<file path="config.mk">
export PLATFORM = sky130hd
export DESIGN_NAME = alu_control_seq
export DESIGN_NICKNAME = d
export VERILOG_FILES = /design/src/rtl/alu_ctrl_pkg.sv /design/src/rtl/alu_ctrl_decode.sv /design/src/rtl/alu_control_seq.sv
export SDC_FILE = /design/constraint.sdc
export NUM_CORES = 1
export LEC_CHECK = 0
export BUFFER_PORTS_ARGS = -buffer_cell sky130_fd_sc_hd__buf_2
export CAP_MARGIN = 25
export CORE_AREA = 4 4 51 53
export DETAILED_ROUTE_END_ITERATION = 10
export DIE_AREA = 0 0 55 57
export PLACE_DENSITY = 0.67
export SYNTH_ARGS = -nofsm -noshare
export SYNTH_HDL_FRONTEND = slang
export SYNTH_HIERARCHICAL = 1
export SYNTH_SLANG_ARGS = --single-unit
</file>
<file path="constraint.sdc">
create_clock -name clk -period 3.8 [get_ports clk]
set_input_delay 0.95 -clock clk [delete_from_list [all_inputs] [get_ports clk]]
set_output_delay 0.95 -clock clk [all_outputs]
set_load 0.01 [all_outputs]
</file>
<file path="src/rtl/alu_ctrl_pkg.sv">
// Shared definitions for the registered ALU control decoder: op codes,
// selector patterns, FSM states and the decoder result record.
package alu_ctrl_pkg;

   localparam logic [3:0] OP_AND      = 4'b0000;
   localparam logic [3:0] OP_OR       = 4'b0001;
   localparam logic [3:0] OP_NOR      = 4'b0010;
   localparam logic [3:0] OP_ADD      = 4'b0011;
   localparam logic [3:0] OP_BEQ      = 4'b0100;
   localparam logic [3:0] OP_NOP      = 4'b1001;
   localparam logic [3:0] OP_MULTPLUS = 4'b1010;
   localparam logic [3:0] OP_MUL_STEP = 4'b1010;
   localparam logic [3:0] OP_MUL_INIT = 4'b1011;
   localparam logic [3:0] OP_MUL_DONE = 4'b1100;
   localparam logic [3:0] OP_INC      = 4'b1111;

   localparam logic [2:0] ALUOP_R    = 3'b111;
   localparam logic [2:0] ALUOP_ADDI = 3'b100;
   localparam logic [2:0] ALUOP_ORI  = 3'b101;
   localparam logic [2:0] ALUOP_BR   = 3'b001;
   localparam logic [2:0] ALUOP_INC  = 3'b110;

   localparam logic [5:0] FN_AND  = 6'b100100;
   localparam logic [5:0] FN_OR   = 6'b100101;
   localparam logic [5:0] FN_NOR  = 6'b100111;
   localparam logic [5:0] FN_ADD  = 6'b100000;
   localparam logic [5:0] FN_MULT = 6'b011000;

   typedef enum logic [1:0] {IDLE, MUL_INIT, MUL_STEP, MUL_DONE} state_t;

   typedef struct packed {
      logic [3:0] code;
      logic       is_mult;
      logic       illegal;
   } dec_t;

endpackage

</file>
<file path="src/rtl/alu_ctrl_decode.sv">
// Combinational selector decoder. Comparisons are on the full port width, so
// any set bit above the nominal 3-bit ALUOp / 6-bit funct prevents a match.
module alu_ctrl_decode
   import alu_ctrl_pkg::*;
#(
   parameter int OP_W    = 3,
   parameter int FUNCT_W = 6
) (
   input  logic [OP_W-1:0]    ALUOp,
   input  logic [FUNCT_W-1:0] ALUFunction,
   output dec_t               dec
);

   // Ordered chain: R-type exact functs first, then the R-type catch-all.
   always_comb begin
      dec = '{code: OP_NOP, is_mult: 1'b0, illegal: 1'b0};
      if (ALUOp == OP_W'(ALUOP_R)) begin
         if (ALUFunction == FUNCT_W'(FN_AND))       dec.code = OP_AND;
         else if (ALUFunction == FUNCT_W'(FN_OR))   dec.code = OP_OR;
         else if (ALUFunction == FUNCT_W'(FN_NOR))  dec.code = OP_NOR;
         else if (ALUFunction == FUNCT_W'(FN_ADD))  dec.code = OP_ADD;
         else if (ALUFunction == FUNCT_W'(FN_MULT)) begin
            dec.code    = OP_MUL_INIT;
            dec.is_mult = 1'b1;
         end
         else dec.code = OP_MULTPLUS;
      end
      else if (ALUOp == OP_W'(ALUOP_ADDI)) dec.code = OP_ADD;
      else if (ALUOp == OP_W'(ALUOP_ORI))  dec.code = OP_OR;
      else if (ALUOp == OP_W'(ALUOP_BR))   dec.code = OP_BEQ;
      else if (ALUOp == OP_W'(ALUOP_INC))  dec.code = OP_INC;
      else dec.illegal = 1'b1;
   end

endmodule

</file>
<file path="src/rtl/alu_control_seq.sv">
// Registered ALU control with multi-cycle MULT sequencing (INIT/STEP*N/DONE).
// Define ALU_CTRL_ILLEGAL_TRAP_EN to trap illegal selectors into sticky IllegalOp.
module alu_control_seq
   import alu_ctrl_pkg::*;
#(
   parameter int OP_W      = 3,
   parameter int FUNCT_W   = 6,
   parameter int CODE_W    = 4,
   parameter int MUL_STEPS = 32,
   parameter int CNT_W     = (MUL_STEPS > 1) ? $clog2(MUL_STEPS) : 1
) (
   input  logic               clk,
   input  logic               reset,
   input  logic               Valid,
   input  logic               Flush,
   input  logic [OP_W-1:0]    ALUOp,
   input  logic [FUNCT_W-1:0] ALUFunction,
   output logic [CODE_W-1:0]  ALUOperation,
   output logic               OpValid,
   output logic               Busy,
   output logic [CNT_W-1:0]   StepCount,
   output logic               IllegalOp
);

   localparam logic [CNT_W-1:0] LAST_STEP = CNT_W'(MUL_STEPS - 1);

   state_t state;
   dec_t   dec;
   logic   ill_q;

   alu_ctrl_decode #(.OP_W(OP_W), .FUNCT_W(FUNCT_W)) u_dec (
      .ALUOp       (ALUOp),
      .ALUFunction (ALUFunction),
      .dec         (dec)
   );

   always_ff @(posedge clk or negedge reset) begin
      if (!reset) begin
         state        <= IDLE;
         ALUOperation <= CODE_W'(OP_NOP);
         OpValid      <= 1'b0;
         Busy         <= 1'b0;
         StepCount    <= '0;
         ill_q        <= 1'b0;
      end
      else if (Flush) begin
         state        <= IDLE;
         ALUOperation <= CODE_W'(OP_NOP);
         OpValid      <= 1'b0;
         Busy         <= 1'b0;
         StepCount    <= '0;
      end
      else begin
         case (state)
            // IDLE and MUL_DONE both accept, giving back-to-back issue after MULT.
            IDLE, MUL_DONE: begin
               if (Valid && dec.is_mult) begin
                  state        <= MUL_INIT;
                  ALUOperation <= CODE_W'(OP_MUL_INIT);
                  OpValid      <= 1'b0;
                  Busy         <= 1'b1;
                  StepCount    <= '0;
               end
               else if (Valid) begin
                  state        <= IDLE;
                  ALUOperation <= CODE_W'(dec.code);
                  Busy         <= 1'b0;
`ifdef ALU_CTRL_ILLEGAL_TRAP_EN
                  OpValid      <= !dec.illegal;
                  ill_q        <= ill_q | dec.illegal;
`else
                  OpValid      <= 1'b1;
`endif
               end
               else begin
                  state        <= IDLE;
                  ALUOperation <= CODE_W'(OP_NOP);
                  OpValid      <= 1'b0;
                  Busy         <= 1'b0;
               end
            end
            MUL_INIT: begin
               state        <= MUL_STEP;
               ALUOperation <= CODE_W'(OP_MUL_STEP);
               StepCount    <= '0;
            end
            MUL_STEP: begin
               if (StepCount == LAST_STEP) begin
                  state        <= MUL_DONE;
                  ALUOperation <= CODE_W'(OP_MUL_DONE);
                  OpValid      <= 1'b1;
                  Busy         <= 1'b0;
               end
               else begin
                  StepCount    <= StepCount + 1'b1;
               end
            end
            default: state <= IDLE;
         endcase
      end
   end

`ifdef ALU_CTRL_ILLEGAL_TRAP_EN
   assign IllegalOp = ill_q;
`else
   logic dec_unused;
   assign dec_unused = dec.illegal | ill_q;
   assign IllegalOp  = 1'b0;
`endif

endmodule

</file>
==> results of run 1 <==
## path summary, 6_finish.rpt
kind	startpoint	end	slack, ps
worst min-delay path	reset	ALUOperation[2]	540
worst max-delay path	ALUFunction[5]	StepCount[3]	1580
max in group asynchronous	reset	ALUOperation[0]	2970
min in group clk	ALUOperation[3]	ALUOperation[3]	550
worst min register to register	ALUOperation[3]	ALUOperation[3]	550
worst max register to register	StepCount[0]	StepCount[3]	1770
## layout make-up
| cell class | count | area (sq um) | area share |
|---|---|---|---|
| tap | 28 | 35.0 | 0.0333 |
| inverter | 6 | 22.5 | 0.0214 |
| clock buffer | 4 | 26.3 | 0.0250 |
| timing repair buffer | 23 | 115 | 0.110 |
| multi-input combinational | 79 | 524 | 0.499 |
| sequential | 13 | 328 | 0.312 |
## metal layers
layer / GRT usage / vias up / part of all wire
li1: - / 424 / -
met1: 0.187 / 387 / 0.44
met2: 0.235 / 19 / 0.50
met3: 0.00783 / 4 / 0.042
met4: 0.0625 / 0 / 0.018
met5: 0 / - / 0
## layout by cell type (no fill, tap or decap), types with 3 or more instances in the layout
cell	instances
a21oi_1	3
a31oi_1	8
buf_2	23
clkbuf_4	3
dfrtp_1	11
ha_1	4
inv_1	6
nand2_1	9
nand2b_1	3
nand3_1	5
nor2_1	7
nor2b_1	3
o21ai_0	8
## per-stage QoR
| stage | hold slack, ps | utilization | cells | setup slack (ps) | cell area [sq um] |
|---|---|---|---|---|---|
| 2_1_floorplan | 541 | - | 105 | 1460 | 915 |
| 3_3_place_gp | 540 | 0.477 | 149 | 1350 | 1020 |
| 3_5_place_dp | 538 | 0.477 | 149 | 1290 | 1020 |
| 4_1_cts | 556 | 0.489 | 153 | 1580 | 1050 |
| 5_1_grt | 570 | 0.489 | 153 | 1510 | 1050 |
| 6_report | 543 | 0.489 | 153 | 1580 | 1050 |
## sequential cells by signal (all words and copies together), names as in the netlist
name / cells
ALUOperation: 4
Busy: 1
OpValid: 1
StepCount: 5
state: 2
## report_power, final
| part | internal, mW | switching, mW | total (mW) | leakage [nW] |
|---|---|---|---|---|
| Clock | 0.0408 | 0.0480 | 0.0888 | 0.0150 |
| Combinational | 0.0833 | 0.131 | 0.214 | 0.287 |
| Sequential | 0.168 | 0.0165 | 0.184 | 0.172 |
| Total | 0.292 | 0.196 | 0.487 | 0.474 |
## worst reg2reg max path: cells and delay by family (launching register included)
| family | cells | cell delay (ps) |
|---|---|---|
| compound gates | 1 | 160 |
| flops | 1 | 440 |
| simple gates | 3 | 840 |
| fa+ha+maj | 2 | 510 |
==> reports/summary.txt, run 1 <==
Status -> completed
CP max stage cell -> or4b_1
Largest net degree at the start of global routing -> 15
Slowest stage delay, CP -> 520 ps
Antenna violations before repair -> 0
Worst hold path class -> in -> async
Row cnt -> 17
Final worst path period share -> 0.584
Layout cell share with drive strength beyond 1 -> 0.272
Fmax -> 450 MHz
Setup Fix Bufs, Post-CTS -> 0
Grt total ovfl -> 0
I/O pin cnt -> 25
GPL Wtd Cong -> 0.752
PwrDens -> 464 mW/mm^2
Clk root buf -> clkbuf_4
Port Buffers -> 23
Chip width -> 55 microns
Max-slew violations -> 0
Initial Util -> 0.426
Number of fill cells in the layout -> 228
Crit path buf inv count -> 1
Total Power -> 0.487 mW
Crit end category -> flop
Drt pass-1 iters -> 4
Synthesized net count -> 122
Wire per inst -> 12.8 microns
NumNets Final -> 143
Vias in the first global route -> 834
Critical path type -> in -> reg
Routed WL -> 1960 microns
CP delay by family, top -> simple AND/OR/NAND/NOR gates
CP Depth -> 6
TritonCTS Buffers -> 3
Worst IR Drop VDD -> 0.154 mV
Min Clock Period, post-route -> 2220 ps
Synthesis-to-layout area growth -> 14.9%
# Max-Cap Violations -> 0
Yosys synthesis warning count -> 6
Core area -> 0.00215 sq mm
CTS clk-pin slew, worst paths -> 80 ps
Antenna cell count -> 0
Crit path launch type -> input pin
CTS Sinks -> 13
Total negative slack -> 0 ps
Final setup violating endpoints -> 0
Die footprint -> 0.00314 sq mm
Worst EP required -> 4010 ps
Die Ht -> 57 microns
Via Count -> 834
Vias per cell -> 5.45
Dpl hpwl -> 1470 microns
Max FO, Critical Path -> 11
Lkg Pwr -> 0.474 nW
Post-synthesis cell count -> 105
Worst clock skew -> 2.19 ps
1st-iter DRT viols -> 6
Clock buffer depth -> 2
CP Cell Sequence -> buf_2 -> and3b_2 -> and4b_1 -> a21boi_2 -> or4b_1 -> a31oi_1
CP Data Arrival Time -> 2430 ps
ANT nets after route -> 0
Cts hold-fix bufs -> 0
Register-to-Register Path Depth -> 6
RSZ-0062 raised after global routing -> no
Mapped cell area -> 915 sq um
GR Util All Layers -> 0.142
Worst skew pair latency -> 280 ps
First-pass GRT wire length -> 3460 microns
Final Hold Vio Count -> 0
CTS tree -> yes
Post-Syn Area per Cell -> 8.71 sq um
H-tree Lvls -> 1
DRC -> 0
Post-CTS resize count -> 0
(Power assumes the default switching activity.)
==> inputs of run 2 (changes only) <==
--- a/config.mk
+++ b/config.mk
@@ -10,7 +10,7 @@
 export CORE_AREA = 4 4 51 53
 export DETAILED_ROUTE_END_ITERATION = 10
 export DIE_AREA = 0 0 55 57
-export PLACE_DENSITY = 0.67
+export PLACE_DENSITY = 0.7
 export SYNTH_ARGS = -nofsm -noshare
 export SYNTH_HDL_FRONTEND = slang
 export SYNTH_HIERARCHICAL = 1
==> constraint.sdc (replaced) <==
create_clock -name clk -period 1.8 [get_ports clk]
set_input_delay 0.45 -clock clk [delete_from_list [all_inputs] [get_ports clk]]
set_output_delay 0.45 -clock clk [all_outputs]
set_load 0.01 [all_outputs]
==> reports/summary.txt, run 2 (synthesized netlist as in run 1, its figures left out) <==
Vias in the first global route -> 849
Vias per cell -> 5.29
Largest regs -> StepCount x5, ALUOperation x4, state x2
DRC -> 0
Worst slew pin tran -> 512 ps
GPL Wtd Cong -> 0.774
First-pass GRT wire length -> 3740 microns
Placed instance area -> 0.00115 sq mm
Commonest non-fill, non-tap cells in the layout -> buf_2 (23), buf_4 (15), dfrtp_1 (10), nand2_1 (9)
Crit path buf inv count -> 0
# Max-Cap Violations -> 0
CTS tree -> yes
NumNets Final -> 158
PwrDens -> 935 mW/mm^2
RSZ-0062 raised after global routing -> yes
1st-iter DRT viols -> 13
Critical R2R Capture -> StepCount[3]
Largest net degree at the start of global routing -> 15
R2R Setup Slk -> 10 ps
Worst hold path class -> in -> async
TritonCTS Buffers -> 3
CTS Sinks -> 13
CTS clk-pin slew, worst paths -> 90 ps
Pint -> 0.692 mW
H-tree Lvls -> 1
Worst clock skew -> 7.76 ps
Top reg by flops -> StepCount
Clock buffer depth -> 2
Final Hold Vio Count -> 0
Die Ht -> 57 microns
DP Cell Count -> 163
Initial Util -> 0.426
I/O pin cnt -> 25
Status -> completed
Routed WL -> 2080 microns
Clk root buf -> clkbuf_4
Antenna cell count -> 0
Worst hold slack -> 38.4 ps
CP max stage cell -> or4b_1
Total negative slack -> 0 ps
ANT nets after route -> 0
Util after Layout -> 0.562
Psw -> 0.437 mW
Reg power frac -> 0.344
Chip width -> 55 microns
Worst skew pair latency -> 280 ps
Slew HR -> 0.659
Die footprint -> 0.00314 sq mm
Worst EP required -> 2000 ps
Register-to-Register Path Depth -> 6
GR Util All Layers -> 0.158
Critical path type -> reg -> reg
Crit path launch type -> flop
Post-route cell area -> 0.00121 sq mm
Port Buffers -> 23
Pre-CTS setup slack -> -82.3 ps
Drt pass-1 iters -> 4
Final setup violating endpoints -> 0
Clk pwr share -> 0.162
Reg-to-reg critical path startpoint -> StepCount[0]
Lkg Pwr -> 0.541 nW
Net Sw Frac -> 0.387
Final worst path period share -> 0.992
Crit end category -> flop
Layout cell share with drive strength beyond 1 -> 0.400
Cts hold-fix bufs -> 0
Slowest stage delay, CP -> 480 ps
Min Clock Period, post-route -> 1790 ps
Total Power -> 1.13 mW
Max FO, Critical Path -> 5
Number of fill cells in the layout -> 205
Via Count -> 889
Grt total ovfl -> 0
Largest register FFs -> 5
Fmax -> 560 MHz
Most common cell after layout, fill and taps aside -> buf_2
Dpl hpwl -> 1670 microns
CP delay by family, top -> simple AND/OR/NAND/NOR gates
CP dominant cell by count -> ha_4
Crit. Startpoint -> StepCount[0]
Final worst slack -> 13.8 ps
CP Data Arrival Time -> 1990 ps
Synthesis-to-layout area growth -> 32.0%
Row cnt -> 17
CP Cell Sequence -> ha_4 -> and3_4 -> ha_4 -> nand4b_1 -> or4b_1 -> a31oi_1
Gate power share -> 0.494
Final non-filler cell total -> 168
Core area -> 0.00215 sq mm
Wire per inst -> 12.4 microns
Register area -> 329 sq um
Multi-input gate area in the final layout -> 567 sq um
Worst IR Drop VDD -> 0.417 mV
Max-slew violations -> 0
Antenna violations before repair -> 0
[run 2: cell count changes in the layout (fill, tap and decap cells not counted), sizes merged]
| cell | change |
|---|---|
| buf | +15 |
[run 2: final cells by class]
type / instances / share of cell area
Tap cell: 28 / 0.0290
Clock buffer: 4 / 0.0218
Timing Repair Buffer: 38 / 0.189
Inverter: 6 / 0.0187
Multi-Input combinational cell: 79 / 0.469
Sequential cell: 13 / 0.273
[run 2: worst max path at each step]
stage                        end  slack [ps]  cells after the start
finish              StepCount[3]          10                      6
global placement    StepCount[3]         -50                      6
floorplan           StepCount[3]           4                      6
global route        StepCount[3]         -60                      6
CTS                 StepCount[3]           1                      6
detailed placement  StepCount[3]         -80                      6
[run 2: worst reg2reg max path: stages, from the launching register on]
cell and delay (ps):
dfrtp_2 440, ha_4 160, and3_4 150, ha_4 170
nand4b_1 180, or4b_1 480, a31oi_1 140
[run 2: layer usage]
| layer | GRT usage | part of all wire |
|---|---|---|
| met1 | 0.210 | 0.46 |
| met5 | 0 | 0 |
| met4 | 0.0625 | 0.016 |
| met2 | 0.257 | 0.48 |
| met3 | 0.0157 | 0.040 |
[run 2: power groups by stage]
stage | clock [mW] | sequential (mW) | combinational [mW]
2_1_floorplan | 0 | 0.409 | 0.353
3_3_place_gp | 0 | 0.391 | 0.526
3_5_place_dp | 0 | 0.395 | 0.533
4_1_cts | 0.184 | 0.388 | 0.541
5_1_grt | 0.200 | 0.394 | 0.621
6_report | 0.183 | 0.389 | 0.557
[run 2: timing repair]
| item | CTS | global route |
|---|---|---|
| gates resized for setup | 1 | 5 |
| pin swaps | 0 | 0 |
| setup buffers | 1 | 0 |
| endpoints found under the setup margin | 4 | 8 |
